$ cat src/rtl/tl_line_master.sv
// TileLink-UL initiator moving whole 64-byte lines between a 512-bit request/response
// port and a 64-bit A/D link; one transaction outstanding under a fixed source ID.
module tl_line_master #(
    parameter int ADDRESS_WIDTH = 32,
    parameter int SOURCE_WIDTH  = 4,
    parameter int SOURCE_ID     = 0
) (
    input  logic                     clk,
    input  logic                     reset,
    input  logic                     req_valid,
    output logic                     req_ready,
    input  logic                     req_write,
    input  logic [ADDRESS_WIDTH-1:0] req_address,
    input  logic [511:0]             req_data,
    output logic                     rsp_valid,
    input  logic                     rsp_ready,
    output logic                     rsp_write,
    output logic                     rsp_error,
    output logic [511:0]             rsp_data,
    output logic                     tl_a_valid,
    input  logic                     tl_a_ready,
    output logic [2:0]               tl_a_opcode,
    output logic [2:0]               tl_a_param,
    output logic [SOURCE_WIDTH-1:0]  tl_a_source,
    output logic [ADDRESS_WIDTH-1:0] tl_a_address,
    output logic [2:0]               tl_a_size,
    output logic [7:0]               tl_a_mask,
    output logic [63:0]              tl_a_data,
    output logic                     tl_a_corrupt,
    input  logic                     tl_d_valid,
    input  logic [2:0]               tl_d_opcode,
    input  logic [2:0]               tl_d_param,
    input  logic [SOURCE_WIDTH-1:0]  tl_d_source,
    input  logic [2:0]               tl_d_size,
    input  logic                     tl_d_denied,
    input  logic [63:0]              tl_d_data,
    input  logic                     tl_d_corrupt,
    output logic                     tl_d_ready
);

    localparam logic [1:0] S_IDLE   = 2'd0;
    localparam logic [1:0] S_A_SEND = 2'd1;
    localparam logic [1:0] S_D_WAIT = 2'd2;
    localparam logic [1:0] S_RSP    = 2'd3;

    localparam logic [2:0] OP_GET      = 3'd4;
    localparam logic [2:0] OP_PUT_FULL = 3'd0;
    localparam logic [2:0] OP_ACK      = 3'd0;
    localparam logic [2:0] OP_ACK_DATA = 3'd1;
    localparam logic [SOURCE_WIDTH-1:0] SRC = SOURCE_WIDTH'(SOURCE_ID);

    logic [1:0]               state_q, state_d;
    logic                     write_q, write_d;
    logic [ADDRESS_WIDTH-1:0] addr_q, addr_d;
    logic [511:0]             wline_q, wline_d;
    logic [511:0]             rdata_q, rdata_d;
    logic [2:0]               a_beat_q, a_beat_d;
    logic [2:0]               d_beat_q, d_beat_d;
    logic                     err_q, err_d;
    logic                     ack_q, ack_d;
    logic                     req_ready_q, tl_a_valid_q, rsp_valid_q;
    logic                     req_fire, a_fire, d_fire, d_bad;
    logic                     unused_ok;

    assign req_fire = req_valid & req_ready_q;
    assign a_fire   = tl_a_valid_q & tl_a_ready;
    assign d_fire   = tl_d_valid & tl_d_ready;
    assign d_bad    = tl_d_denied | tl_d_corrupt | (tl_d_source != SRC) |
                      (tl_d_opcode != (write_q ? OP_ACK : OP_ACK_DATA));

    assign tl_d_ready   = (state_q == S_A_SEND) || (state_q == S_D_WAIT);
    assign req_ready    = req_ready_q;
    assign rsp_valid    = rsp_valid_q;
    assign rsp_write    = write_q;
    assign rsp_error    = err_q;
    assign rsp_data     = rdata_q;
    assign tl_a_valid   = tl_a_valid_q;
    assign tl_a_opcode  = write_q ? OP_PUT_FULL : OP_GET;
    assign tl_a_param   = 3'd0;
    assign tl_a_source  = SRC;
    assign tl_a_address = addr_q;
    assign tl_a_size    = 3'd6;
    assign tl_a_mask    = 8'hFF;
    assign tl_a_corrupt = 1'b0;
    // The write line shifts down one word per accepted A beat, so beat a_beat sits in [63:0].
    assign tl_a_data    = wline_q[63:0];
    assign unused_ok    = ^{tl_d_param, tl_d_size, req_address[5:0]};

    always_comb begin
        state_d  = state_q;
        write_d  = write_q;
        addr_d   = addr_q;
        wline_d  = wline_q;
        rdata_d  = rdata_q;
        a_beat_d = a_beat_q;
        d_beat_d = d_beat_q;
        err_d    = err_q;
        ack_d    = ack_q;
        if (d_fire) begin
            err_d = err_q | d_bad;
        end
        case (state_q)
            S_IDLE: begin
                if (req_fire) begin
                    state_d  = S_A_SEND;
                    write_d  = req_write;
                    addr_d   = {req_address[ADDRESS_WIDTH-1:6], 6'b0};
                    wline_d  = req_write ? req_data : '0;
                    a_beat_d = 3'd0;
                    d_beat_d = 3'd0;
                    err_d    = 1'b0;
                    ack_d    = 1'b0;
                end
            end
            S_A_SEND: begin
                // An ack can overtake the tail of a PutFull burst; remember it.
                if (d_fire) begin
                    if (write_q) begin
                        ack_d = 1'b1;
                    end else begin
                        rdata_d[{d_beat_q, 6'b0} +: 64] = tl_d_data;
                        d_beat_d = d_beat_q + 3'd1;
                    end
                end
                if (a_fire) begin
                    if (!write_q) begin
                        state_d = S_D_WAIT;
                    end else begin
                        wline_d  = {64'd0, wline_q[511:64]};
                        a_beat_d = a_beat_q + 3'd1;
                        if (a_beat_q == 3'd7) begin
                            state_d = (ack_q || d_fire) ? S_RSP : S_D_WAIT;
                        end
                    end
                end
            end
            S_D_WAIT: begin
                if (d_fire) begin
                    if (write_q) begin
                        state_d = S_RSP;
                    end else begin
                        rdata_d[{d_beat_q, 6'b0} +: 64] = tl_d_data;
                        d_beat_d = d_beat_q + 3'd1;
                        if (d_beat_q == 3'd7) begin
                            state_d = S_RSP;
                        end
                    end
                end
            end
            S_RSP: begin
                if (rsp_ready && rsp_valid_q) begin
                    state_d = S_IDLE;
                end
            end
            default: state_d = S_IDLE;
        endcase
    end

    always_ff @(posedge clk) begin
        if (reset) begin
            state_q      <= S_IDLE;
            write_q      <= 1'b0;
            addr_q       <= '0;
            wline_q      <= '0;
            rdata_q      <= '0;
            a_beat_q     <= 3'd0;
            d_beat_q     <= 3'd0;
            err_q        <= 1'b0;
            ack_q        <= 1'b0;
            req_ready_q  <= 1'b0;
            tl_a_valid_q <= 1'b0;
            rsp_valid_q  <= 1'b0;
        end else begin
            state_q      <= state_d;
            write_q      <= write_d;
            addr_q       <= addr_d;
            wline_q      <= wline_d;
            rdata_q      <= rdata_d;
            a_beat_q     <= a_beat_d;
            d_beat_q     <= d_beat_d;
            err_q        <= err_d;
            ack_q        <= ack_d;
            // Handshake outputs are registered copies of the next-state decode.
            req_ready_q  <= (state_d == S_IDLE);
            tl_a_valid_q <= (state_d == S_A_SEND);
            rsp_valid_q  <= (state_d == S_RSP);
        end
    end

endmodule

$ cat config.mk
export PLATFORM = sky130hd
export DESIGN_NAME = tl_line_master
export DESIGN_NICKNAME = d
export VERILOG_FILES = /design/src/rtl/tl_line_master.sv
export SDC_FILE = /design/constraint.sdc
export NUM_CORES = 2
export LEC_CHECK = 0
export CAP_MARGIN = 20
export CORE_AREA = 2 2 493 495
export CTS_BUF_LIST = sky130_fd_sc_hd__clkbuf_8
export DETAILED_ROUTE_END_ITERATION = 8
export DIE_AREA = 0 0 495 497
export GPL_TIMING_DRIVEN = 0
export PLACE_DENSITY_LB_ADDON = 0.12
export SYNTH_ARGS = -nofsm -noshare
export SYNTH_HDL_FRONTEND = slang
export SYNTH_SLANG_ARGS = --single-unit
$ cat constraint.sdc
create_clock -name clk -period 2.7 [get_ports clk]
set_clock_uncertainty 0.15 [all_clocks]
set_input_delay 0.81 -clock clk [delete_from_list [all_inputs] [get_ports clk]]
set_output_delay 0.81 -clock clk [all_outputs]
set_load 0.1 [all_outputs]
# Word level (Yosys, flattened, before mapping)
# Index checks and enable logic that the tools add are counted.
dict set report word_totals {
  output_inout_bits 636
  mem_count 0
  register_bits 1064
  mem_bits_ro 0
  inputBits 630
  mem_bits_rw 0
  latch_bits 0
}
dict set report op_classes {
  n_reduce_logical 14
  order_cmp 0
  mul 0
  div 0
  add_sub_neg 3
  eq_ne 14
  n_bitwise 8
  shifts 2
  n_mux 32
}
# operator count
set ops {}
lappend ops {{$mux W512} 4}
lappend ops {{$pmux W512 S2} 1}
lappend ops {{$bwmux W512} 1}
lappend ops {{$shift A64 B11 Y512 const A} 1}
lappend ops {{$shiftx A64 B11 Y512} 1}
lappend ops {{$mux W3} 6}
lappend ops {{$mux W2} 8}
lappend ops {{$pmux W3 S2} 2}
lappend ops {{$reduce_and A4 Y1} 3}
lappend ops {{$neg A9 Y11} 1}
lappend ops {{$ne A2 B2 Y1 const B} 5}
lappend ops {{$mux W1} 8}
lappend ops {{$pmux W2 S4} 1}
lappend ops {{$add A3 B1 Y3 const B} 2}
lappend ops {{$eq A2 B2 Y1 const B} 3}
lappend ops {{$eq A3 B3 Y1 const B} 2}
lappend ops {{$eq A2 B1 Y1 const B} 2}
lappend ops {{$logic_not A2 Y1} 2}
lappend ops {{$or A1 B1 Y1} 4}
lappend ops {{$reduce_bool A2 Y1} 2}
lappend ops {{$reduce_bool A4 Y1} 1}
lappend ops {{$and A1 B1 Y1} 3}
lappend ops {{$ne A3 B1 Y1} 1}
lappend ops {{$reduce_and A3 Y1} 1}
lappend ops {{other kinds (7)} 8}

# Logic depth before layout (Yosys ltp)
dict set report logic_depth {
  depth_word 10
  mapped_depth 11
  mapped_depth_nobuf 7
}

# Least setup slack after synthesis
# No wires, ideal clock.
dict set report synth_path {
  kind {register -> register}
  start {reg state_q[0]}
  end {reg rdata_q[221] (netlist: rsp_data[221])}
  setup_slack_ns -0.239
  stages_incl_launch_ff 11
  n_path_buf 3
  setup_ns 0.070
  t_required_ns 2.480
  arrival_time_ns 2.719
  path_cell_list {dfxtp_1 -> inv_1 -> ha_1 -> nand2_1 -> nor2_2 -> buf_4 -> and3_1 -> buf_4 -> buf_2 -> nand3_1 -> a21oi_1}
}
dict set report synth_between {
  elab_chain_cells 4
}
# item line_no
set synth_rtl {}
lappend synth_rtl {{from (decl)} 52} ;# logic [1:0] state_q, state_d;
lappend synth_rtl {{from (signal assigned)} 174} ;# state_q <= state_d;
lappend synth_rtl {{$eq A2 B1 Y1 / $eq A2 B2 Y1 (equally long branches)} 71} ;# assign tl_d_ready = (state_q == S_A_SEND) || (state_q == S_D_WAIT);
lappend synth_rtl {{$logic_or A1 B1 Y1 (*)} 71}
lappend synth_rtl {{named net tl_d_ready} 38} ;# output logic tl_d_ready
lappend synth_rtl {{$and A1 B1 Y1 (*)} 67} ;# assign d_fire = tl_d_valid & tl_d_ready;
lappend synth_rtl {{$reduce_and A3 Y1 (no source line) (*)} n/a}
lappend synth_rtl {{to (signal assigned)} 178} ;# rdata_q <= rdata_d;
lappend synth_rtl {{to (decl)} 56} ;# logic [511:0] rdata_q, rdata_d;
# Mark *: on every way through the listed nets, which the timed path passes. The rest lies on a longest branch.
# A chain may end at the register's enable or synchronous reset.

# Final worst setup path
dict set report layout_path {
  start {reg state_q[0]}
  end {out tl_d_ready}
}
dict set report layout_between {
  elab_chain_cells 2
}
# item line_no
set layout_rtl {}
lappend layout_rtl {{$eq A2 B1 Y1 / $eq A2 B2 Y1 (equally long branches)} 71}
lappend layout_rtl {{$logic_or A1 B1 Y1 (*)} 71}
lappend layout_rtl {{to (decl)} 38}
# Every way passes the cells marked *; elsewhere a longest branch is shown, timed or not.

==> results.py <==
metrics = {
    "floorplan": {
        "die_area_um2": 246000,
        "core_um2": 240000,
        "die-height_um": 497,
        "start_util_pct": 17.2,
        "ioPinCount": 1266,
        "die_x_um": 495,
        "row_count": 180,
    },
    "power": {
        "p_sw_w": 0.0281,
        "power_frac_comb_pct": 39.4,
        "cellLeakagePower_nw": 23.7,
        "p_seq_share_pct": 34.4,
        "irDropWorstVdd_v": 0.000401,
        "power.density_nw_per_um2": 1010,
        "cellInternalPower_w": 0.0375,
        "pwr-share-clk_pct": 26.2,
        "swShare_pct": 42.8,
    },
    "run": {
        "drv_cap": 0,
    },
    "run_status": {
        "violations": "negative setup slack",
        "status": "finished, violations left",
    },
    "setup_path": {
        "rr_worst_depth": 11,
        "critical_path_buf_inv_count": 3,
        "path_max_fanout": 4,
        "cp.arrival_ps": 1920,
        "critPathLaunchType": "flop",
        "cp.required_ps": 1740,
        "cp_cell_sequence": "inv_4 > ha_4 > buf_6 > buf_12",
        "slowest_delay_ps": 370,
        "regToRegSetupSlack_ps": 30,
        "slowest_stage": "dfxtp_4",
        "rr_endpoint": "wline_q[444]",
        "critPathTopFamily": "flip-flops",
        "end_kind": "primary output",
        "crit-reg2reg-launch": "state_q[0]",
        "crit_type": "reg -> out",
    },
    "finish": {
        "fin_area_um2": 64800,
        "instances_no_fill": 9896,
        "n_fill_cell": 26300,
        "multi_input_comb_area_um2": 17300,
        "syn_to_final_growth_pct": 56.8,
        "regArea_um2": 21400,
        "layout-drive-gt1-share_pct": 23.2,
        "nets": 7123,
    },
    "clock_tree": {
        "clk_path_buf_depth": 3,
        "cts_root_buffer": "clkbuf_8",
        "cts_max_level": 4,
        "cts_tree": "yes",
        "clkTransAtPathRegs_ps": 60,
        "clk-insertion-delay-late_ps": 960,
        "numCtsBuffers": 206,
        "cts.sinks": 1064,
    },
    "place": {
        "placed_cells": 9441,
        "post-dp-hpwl_mm": 227,
        "numPortBuffers": 1161,
        "dp_slack_ps": -1370,
        "gp_congestion": 0.880,
        "post_dp_cell_area_um2": 58700,
    },
    "detailed_routing": {
        "vias": 44700,
        "drc": 0,
        "first_pass_iters": 6,
        "final_antenna_net_count": 0,
        "via_per_inst": 4.52,
        "dr.first_iter.drc_count": 3119,
        "wl_per_cell_um": 28.5,
        "wl_mm": 282,
    },
    "global_routing": {
        "antenna_found_initial": 183,
        "grt_pass1_wl_mm": 378,
        "grt_max_degree": 18,
        "overflow": 0,
        "groute.usage.overall_pct": 22.1,
        "grt_pass1_vias": 43500,
    },
    "synthesis": {
        "syn_area_um2": 41300,
        "synthMostInstantiatedCell": "dfxtp_1",
        "synthCells": 4981,
        "yosysTopAreaCellShare_pct": 51.6,
        "synth_area_per_cell_um2": 8.29,
        "synth_ff_type": "dfxtp_1",
        "synth_area_leaders": "dfxtp_1 (52%), a221oi_1 (8.9%), a21oi_1 (7.4%)",
        "ys_warn_count": 0,
        "synthTopCellsByCount": "dfxtp_1 (1,064), nand2_1 (718), a21oi_1 (609)",
        "synth-edff-count": 0,
        "seq_area_frac_synth_pct": 51.6,
        "synth_top_cell_by_area": "dfxtp_1",
        "ys_ff_latch": 1064,
        "synthArstFlopShare_pct": 0,
        "yosysUniqueCellTypes": 43,
    },
    "timing": {
        "worstMarginPinSlew_ps": 1110,
        "rsz0062_at_grt": "yes",
        "timing.final.crit_share_pct": 107,
        "fmax_ghz": 0.347,
        "fin_ws_ps": -182,
        "setup_viol": 1,
        "relSlewSlack_pct": 25.8,
        "slew_violations": 0,
        "final_hold_viol_count": 0,
        "min_period_ps": 2880,
    },
    "worst_hold_path": {
        "hold_path_depth": 3,
        "hp-class": "in -> reg",
        "min_to": "rsp_data[0]",
        "hp-start": "tl_d_data[0]",
    },
}
metrics by stage:
step / utilization (%) / power (W) / TNS [ps] / hold WS (ps)
6_report: 27.0 / 0.0656 / -182 / 148
2_1_floorplan: - / 0.0388 / 0 / 282
3_5_place_dp: 24.5 / 0.0475 / -995000 / 293
3_3_place_gp: 23.7 / 0.0472 / -1490500 / 289
4_1_cts: 26.8 / 0.0661 / -1090 / 37.0
5_1_grt: 27.0 / 0.0695 / -2220 / 83.9
worst max path at each step:
stage	start	end	slack [ps]	depth (start not counted)
floorplan	rsp_write	tl_a_opcode[2]	60	2
global placement	reset	rsp_data[455]	-2760	5
detailed placement	req_write	wline_q[439]	-1370	7
CTS	state_q[0]	tl_d_ready	-310	4
global route	state_q[0]	tl_d_ready	-310	4
finish	state_q[0]	tl_d_ready	-180	4
state kept, by name, summed over array words and instances, names as in the netlist:
register	cells
state_q	2
tl_a_address	26
tl_a_valid	1
req_ready	1
rsp_write	1
ack_q	1
wline_q	512
a_beat_q	3
rsp_error	1
d_beat_q	3
rsp_data	512
rsp_valid	1
power groups by stage:
stage	sequential, W	combinational (W)	clock, W
2_1_floorplan	0.0227	0.0161	0
3_3_place_gp	0.0227	0.0246	0
5_1_grt	0.0229	0.0282	0.0184
4_1_cts	0.0225	0.0259	0.0177
6_report	0.0225	0.0259	0.0172
3_5_place_dp	0.0227	0.0249	0
cell type report:
class	instances	share of cell area (%)
Inverter	8	0.0637
Clock inverter	111	1.15
Sequential cell	1064	33.1
Timing Repair Buffer	1271	21.9
Multi-Input combinational cell	3280	26.8
Antenna cell	69	0.267
Clock buffer	258	5.48
Buffer	650	5.18
Tap cell	3185	6.15
worst min-delay path, cell delays in order:
cell and delay, ps:
clkbuf_1 230, nand2_1 120, a21oi_1 50
placed cells by master, fill, tap and decap left out, types with 5 or more instances in the layout:
cell,netlist,final
a21oi_1,609,608
a221oi_1,418,399
a221oi_2,30,43
a221oi_4,0,6
and3_1,9,9
buf_1,37,14
buf_12,0,130
buf_2,188,168
buf_4,96,292
buf_6,0,382
buf_8,0,35
bufinv_16,0,5
clkbuf_1,333,264
clkbuf_2,0,74
clkbuf_4,0,7
clkbuf_8,0,258
clkdlybuf4s50_1,0,552
clkinv_2,0,15
conb_1,2,27
dfxtp_1,1064,982
dfxtp_2,0,78
diode_2,0,69
ha_1,12,9
inv_1,8,79
nand2_1,718,718
nand3_1,499,497
nand3_4,0,7
nor2_1,459,457
nor3_1,450,450
layer usage:
metal | routed length, um | GRT usage [%] | share of wire (%)
met3 | 23500 | 7.34 | 8.3
met1 | 111000 | 25.4 | 39
met5 | 380 | 0 | 0.13
met2 | 136000 | 37.4 | 48
met4 | 11000 | 8.58 | 3.9
kinds of logic (layout without fill, tap and decap cells):
kind of cell	after synthesis	in the layout	share of synthesized area, %
other	2	96	0.0182
adder cells (fa/ha/maj)	12	12	0.364
multiplexers	2	2	0.0485
XOR/XNOR	2	2	0.0424
buffers and inverters	662	2298	7.46
AND/OR/NAND/NOR	2163	2163	22.9
flip-flops	1064	1064	51.6
AO/OA/AOI/OAI	1074	1074	17.6
timing repair:
| action | CTS | global route |
|---|---|---|
| pin swaps | 4 | 2 |
| buffers inserted | 13 | 10 |
| setup endpoints to repair | 1631 | 676 |
| gates resized for setup | 4286 | 149 |
| endpoints found under the hold margin | 1 | 0 |
| hold buffers | 1 | 0 |
No activity file was read; power rests on OpenSTA's default activity.
